File: src/rtl/stage1_if_pkg.sv
`default_nettype none
// ============================================================================
//  Module      : stage1_if_pkg
//  Description : Shared widths and constants for the fetch/decode interface.
//                Decode imports the same package so the bus widths agree.
//  Revision    : 1.0 - initial release
// ============================================================================
package stage1_if_pkg;

  // {inst[63:32], pc[31:0]}
  localparam int WIDTH_FS_TO_DS_BUS = 64;

  // {br_cancel[33], br_taken[32], br_target[31:0]}
  localparam int WIDTH_BR_BUS = 34;

  // Chosen so that the first sequential fetch (RESET_PC + 4) lands on 1C00_0000
  localparam logic [31:0] RESET_PC = 32'h1BFF_FFFC;

endpackage : stage1_if_pkg
`default_nettype wire

File: src/rtl/stage1_if.sv
`default_nettype none
// ============================================================================
//  Module      : stage1_if
//  Description : Instruction fetch stage. Issues one word read at a time to
//                the instruction SRAM, buffers the returned word for decode,
//                and redirects on br_cancel (dropping any wrong-path fetch).
//  Revision    : 1.0 - initial release
// ============================================================================
module stage1_if
  import stage1_if_pkg::*;
(
  input  logic                          clk,
  input  logic                          resetn,
  // decode handshake
  input  logic                          ds_allow_in,
  output logic                          fs_to_ds_valid,
  output logic [WIDTH_FS_TO_DS_BUS-1:0] fs_to_ds_bus,
  // branch redirect
  input  logic [WIDTH_BR_BUS-1:0]       br_bus,
  // instruction SRAM
  output logic                          inst_sram_req,
  output logic                          inst_sram_wr,
  output logic [1:0]                    inst_sram_size,
  output logic [3:0]                    inst_sram_wstrb,
  output logic [31:0]                   inst_sram_addr,
  output logic [31:0]                   inst_sram_wdata,
  input  logic                          inst_sram_addr_ok,
  input  logic                          inst_sram_data_ok,
  input  logic [31:0]                   inst_sram_rdata
);

  // IDLE: free to request; WAIT: one read outstanding; HOLD: word held for decode
  localparam logic [1:0] ST_IDLE = 2'd0;
  localparam logic [1:0] ST_WAIT = 2'd1;
  localparam logic [1:0] ST_HOLD = 2'd2;

  logic [1:0]  state_q, state_d;
  logic [31:0] fs_pc_q, fs_pc_d;
  logic        br_buf_valid_q, br_buf_valid_d;
  logic [31:0] br_buf_target_q, br_buf_target_d;
  logic        discard_q, discard_d;
  logic [31:0] inst_buf_q, inst_buf_d;

  logic        br_cancel;
  logic [31:0] br_target;
  logic        unused_br_taken;
  logic [31:0] nextpc;
  logic        addr_hs;

  // Only br_cancel redirects; br_taken is carried on the bus but not needed here
  assign br_cancel       = br_bus[33];
  assign unused_br_taken = br_bus[32];
  assign br_target       = br_bus[31:0];

  // A live redirect beats a buffered one, which beats sequential fetch
  assign nextpc = br_cancel      ? br_target :
                  br_buf_valid_q ? br_buf_target_q :
                                   fs_pc_q + 32'd4;

  assign inst_sram_req   = (state_q == ST_IDLE) && resetn;
  assign inst_sram_addr  = nextpc;
  assign inst_sram_wr    = 1'b0;
  assign inst_sram_size  = 2'b10;
  assign inst_sram_wstrb = 4'b0000;
  assign inst_sram_wdata = 32'd0;
  assign addr_hs         = inst_sram_req && inst_sram_addr_ok;

  // Gated with resetn so decode never sees a stale word while reset is held
  assign fs_to_ds_valid  = (state_q == ST_HOLD) && resetn;
  assign fs_to_ds_bus    = {inst_buf_q, fs_pc_q};

  // State register and datapath registers, synchronous active-low reset
  always_ff @(posedge clk) begin
    if (!resetn) begin
      state_q         <= ST_IDLE;
      fs_pc_q         <= RESET_PC;
      br_buf_valid_q  <= 1'b0;
      br_buf_target_q <= 32'd0;
      discard_q       <= 1'b0;
      inst_buf_q      <= 32'd0;
    end else begin
      state_q         <= state_d;
      fs_pc_q         <= fs_pc_d;
      br_buf_valid_q  <= br_buf_valid_d;
      br_buf_target_q <= br_buf_target_d;
      discard_q       <= discard_d;
      inst_buf_q      <= inst_buf_d;
    end
  end

  // Next-state logic: fetch FSM, redirect buffering and wrong-path discard
  always_comb begin
    state_d         = state_q;
    fs_pc_d         = fs_pc_q;
    br_buf_valid_d  = br_buf_valid_q;
    br_buf_target_d = br_buf_target_q;
    discard_d       = discard_q;
    inst_buf_d      = inst_buf_q;

    case (state_q)
      ST_IDLE: begin
        if (addr_hs) begin
          // nextpc already folds in any redirect, so the buffer is consumed
          fs_pc_d        = nextpc;
          br_buf_valid_d = 1'b0;
          state_d        = ST_WAIT;
        end else if (br_cancel) begin
          br_buf_valid_d  = 1'b1;
          br_buf_target_d = br_target;
        end
      end

      ST_WAIT: begin
        if (br_cancel) begin
          br_buf_valid_d  = 1'b1;
          br_buf_target_d = br_target;
          if (inst_sram_data_ok) begin
            // Wrong-path data arrives with the cancel: drop it right away
            discard_d = 1'b0;
            state_d   = ST_IDLE;
          end else begin
            // Data still in flight: remember to drop it when it lands
            discard_d = 1'b1;
          end
        end else if (inst_sram_data_ok) begin
          discard_d = 1'b0;
          if (discard_q) begin
            state_d = ST_IDLE;
          end else begin
            inst_buf_d = inst_sram_rdata;
            state_d    = ST_HOLD;
          end
        end
      end

      ST_HOLD: begin
        if (br_cancel) begin
          // Held word is wrong-path even if decode would take it this cycle
          br_buf_valid_d  = 1'b1;
          br_buf_target_d = br_target;
          state_d         = ST_IDLE;
        end else if (ds_allow_in) begin
          state_d = ST_IDLE;
        end
      end

      default: state_d = ST_IDLE;
    endcase
  end

endmodule : stage1_if
`default_nettype wire

File: config.mk
export PLATFORM = sky130hd
export DESIGN_NAME = stage1_if
export DESIGN_NICKNAME = d
export VERILOG_FILES = /design/src/rtl/stage1_if_pkg.sv /design/src/rtl/stage1_if.sv
export SDC_FILE = /design/constraint.sdc
export NUM_CORES = 1
export LEC_CHECK = 0
export BUFFER_PORTS_ARGS = -buffer_cell sky130_fd_sc_hd__buf_2
export CORE_MARGIN = 1
export CORE_UTILIZATION = 50
export CTS_CLUSTER_SIZE = 20
export DETAILED_ROUTE_END_ITERATION = 8
export HOLD_SLACK_MARGIN = 0.05
export PLACE_DENSITY_LB_ADDON = 0.15
export RECOVER_POWER = 100
export SYNTH_ARGS = -nofsm -noshare
export SYNTH_HDL_FRONTEND = slang
export SYNTH_SLANG_ARGS = --single-unit
File: constraint.sdc
create_clock -name clk -period 2.4 [get_ports clk]
set_input_delay 0.24 -clock clk [delete_from_list [all_inputs] [get_ports clk]]
set_output_delay 0.24 -clock clk [all_outputs]
set_load 0.05 [all_outputs]
==> results.md <==
* Status: finished with violations
* Failing checks: setup timing
* First-pass GRT wire length at 25130 um
* Final Cycle Share at 109.1%
* CTS tree: done
* EDFF count, synth at 0
* VDD IR-drop max at 0.4776 mV
* CTS H-tree depth at 3
* Antenna-violating nets left at 0
* WL/cell at 15.16 um
* R2R Path End: fs_pc_q[31]
* Die area at 0.01126 sq mm
* I/O pin count at 208
* ANT cells at 0
* Hold buffers post-CTS at 0
* Clock latency at the later pin of the worst-skew pair at 370 ps
* Ys flop type: dfxtp_1
* Nets@finish at 957
* Worst EP required at 2160 ps
* Reg2Reg Launch Point: state_q[0]
* Worst Setup Slack, final at -218.7 ps
* Worst path cell trace: nand3_4 > or4_4 > nor2_2 > nand4_1 > xor2_1 > o21ai_2 > buf_4
* Least-Margin Pin Slew at 674.4 ps
* R2r worst-path depth at 8
* Initial DRC count at 282
* Slew HR at 55.04%
* Setup crit start: fs_pc_q[6]
* Yosys top cell area share at 36.95%
* Arrival @ worst endpoint at 2380 ps
* Sequential area share after synthesis at 36.95%
* Met1 GRT Util at 34.19%
* Die H at 106.1 um
* Clock sinks at 100
* Port Buf Inserts at 167
* Highest Clock Rate at 0.3819 GHz
* Power Density at 812.6 mW/mm^2
* CTS clk-pin slew, worst paths at 90 ps
* Setup crit start kind: flip-flop
* Worst clock skew at 13.87 ps
* Leak pwr at 2.848 nW
* RePlAce Congestion at 0.8325
* Root buffer cell: clkbuf_8
* CP Class: flip-flop to output pin
* Max-cap violations at 0
* Yosys warnings at 0
* RSZ-0062 raised after global routing: yes
* Final min period at 2619 ps
* Initial antenna violation count at 0
* Delay of the slowest critical-path stage at 530 ps
* R2R Setup Slk at 130 ps
* DR vias/cell at 5.408
* Mapped Avg Cell Area at 7.685 sq um
* Max clock buf depth at 2
* Initial core utilization at 52.01%
* Met2 Resource Use GR at 47.99%
* Overall routing resource usage at 28.07%
* Post-layout util at 67.03%
* Critical path destination: inst_sram_addr[31]
* Met3 GRT Util at 6.438%
* Via Count at 5522
* Top post-synthesis cells by area: dfxtp_1, nand2_1, a21boi_0, buf_4, a21oi_1
* Wirelength, routed at 15480 um
* Hold Vio Cnt, Final at 0
* Total grt overflow at 0
* Distinct cell type count of the synthesized netlist at 54
* CP Max Fanout at 7
* Layout area overhead at 28.87%
* Die Wd at 106.1 um
* Busiest layer in global routing: met2
* Setup crit end kind: output pin
* Cell Rows at 37
* Number of buffers created by CTS at 9
* Yosys reg bits at 100
* Vias in the first global route at 5332
* Post-synthesis cell count at 705
* Slew Viols, Final at 0
* Layout cells sized above 1 at 24.97%
* Final setup viols at 12
* Layout fillers at 942
* DR pass1 iterations at 5
* Hpwl dp at 10980 um
* Crit-path slowest cell: or4_4
* WHS at 110.2 ps
* Netlist Area Pre-Place at 0.005418 sq mm
* Core area at 0.01042 sq mm
* Async set or reset register ratio after synthesis at 0%
* HP Class: primary input to flip-flop
* Dominant cell type by area after synthesis: dfxtp_1
* Final setup TNS at -1352 ps
* Largest net degree at the start of global routing at 62
* DRC viols at 0
## state kept, by name, indices dropped and copies added (netlist names)
register,count
discard_q,1
br_buf_target_q,32
inst_buf_q,32
fs_pc_q,32
state_q,2
br_buf_valid_q,1
## cell usage in the layout, fill, tap and decap left out, types with 7 or more instances in the layout
master,instances
nand2_1,174
a21oi_1,24
nor2_1,23
nand4_1,9
clkbuf_2,10
clkbuf_1,75
dfxtp_1,79
dfxtp_2,10
buf_2,69
and3_1,10
buf_6,15
o21ai_0,21
nand3b_1,10
dfxtp_4,11
inv_1,13
xnor2_1,12
buf_4,43
mux2i_1,7
conb_1,39
a21boi_0,64
xor2_1,12
clkbuf_8,11
a31oi_1,13
o21a_1,15
## cells in the mapped netlist (all sizes together) (9+ instances only)
master and number:
xnor2 12, nand4 9, nor2 28, nand3b 10
o21a 15, nand2 177, dfxtp 100, nand3 10
clkbuf 37, and3 11, buf 48, nor3 10
a21oi 29, inv 14, a31oi 13, a21boi 65
xor2 14, o21ai 29
## layer usage
metal  wire (um)  part of all wire [%]
met5           0                     0
met4         282                   1.8
met3        1107                   7.2
met2        7686                    50
met1        6399                    41
## power breakdown
group | total (mW) | switching (mW) | internal [mW]
registers | 1.99 | 0.150 | 1.84
clock network | 1.03 | 0.590 | 0.436
logic | 2.66 | 1.83 | 0.832
total | 5.67 | 2.57 | 3.11
## area by class of cell
cell class | instances | area, sq um | share of cell area, %
Timing Repair Buffer | 212 | 1201 | 17.20
Multi-Input combinational cell | 542 | 3318 | 47.53
Tap cell | 136 | 170.2 | 2.437
Clock inverter | 3 | 21.27 | 0.3047
Inverter | 15 | 56.30 | 0.8065
Clock buffer | 13 | 158.9 | 2.276
Sequential cell | 100 | 2056 | 29.44
## kinds of logic after synthesis
group	after synthesis	synth area share, %
and+or+nand+nor	279	23.23
adders and majority gates	6	1.386
DFF	100	36.95
xor gates and xnor gates	26	4.203
muxes	8	1.501
AOI/OAI and AO/OA	184	22.93
buffers and inverters	100	9.653
other	2	0.1386
## worst min-delay path by stage
stage,from,to,slack (ps),depth (start not counted)
6_report,inst_sram_rdata[8],inst_buf_q[8],110,3
5_1_grt,inst_sram_rdata[8],inst_buf_q[8],100,3
4_1_cts,inst_sram_rdata[3],inst_buf_q[3],100,3
3_5_place_dp,br_buf_target_q[25],br_buf_target_q[25],450,2
3_3_place_gp,br_buf_target_q[21],br_buf_target_q[21],450,2
2_1_floorplan,br_bus[0],br_buf_target_q[0],380,2
## metrics by stage
stage,setup slack [ps],power [mW],instances,instance area [sq um]
3_5_place_dp,-47.10,4.449,992,6550
3_3_place_gp,33.97,4.389,992,6550
5_1_grt,-315.0,5.961,1021,6982
2_1_floorplan,-44.43,3.863,742,5725
4_1_cts,-245.4,5.639,1019,6984
6_report,-218.7,5.673,1021,6982
## repair_timing
item	in CTS	in global routing
setup endpoints to repair	20	21
pin swaps	5	10
gates resized for setup	45	37
buffers inserted	11	2
## worst max-delay path, delay by kind of cell, from the launching register on
family                 cells  cell delay (ps)
AO/OA/AOI/OAI              1              150
XOR/XNOR                   1              210
buffers and inverters      1              220
flip-flops                 1              370
AND/OR/NAND/NOR            4             1050
(Power assumes the default switching activity.)
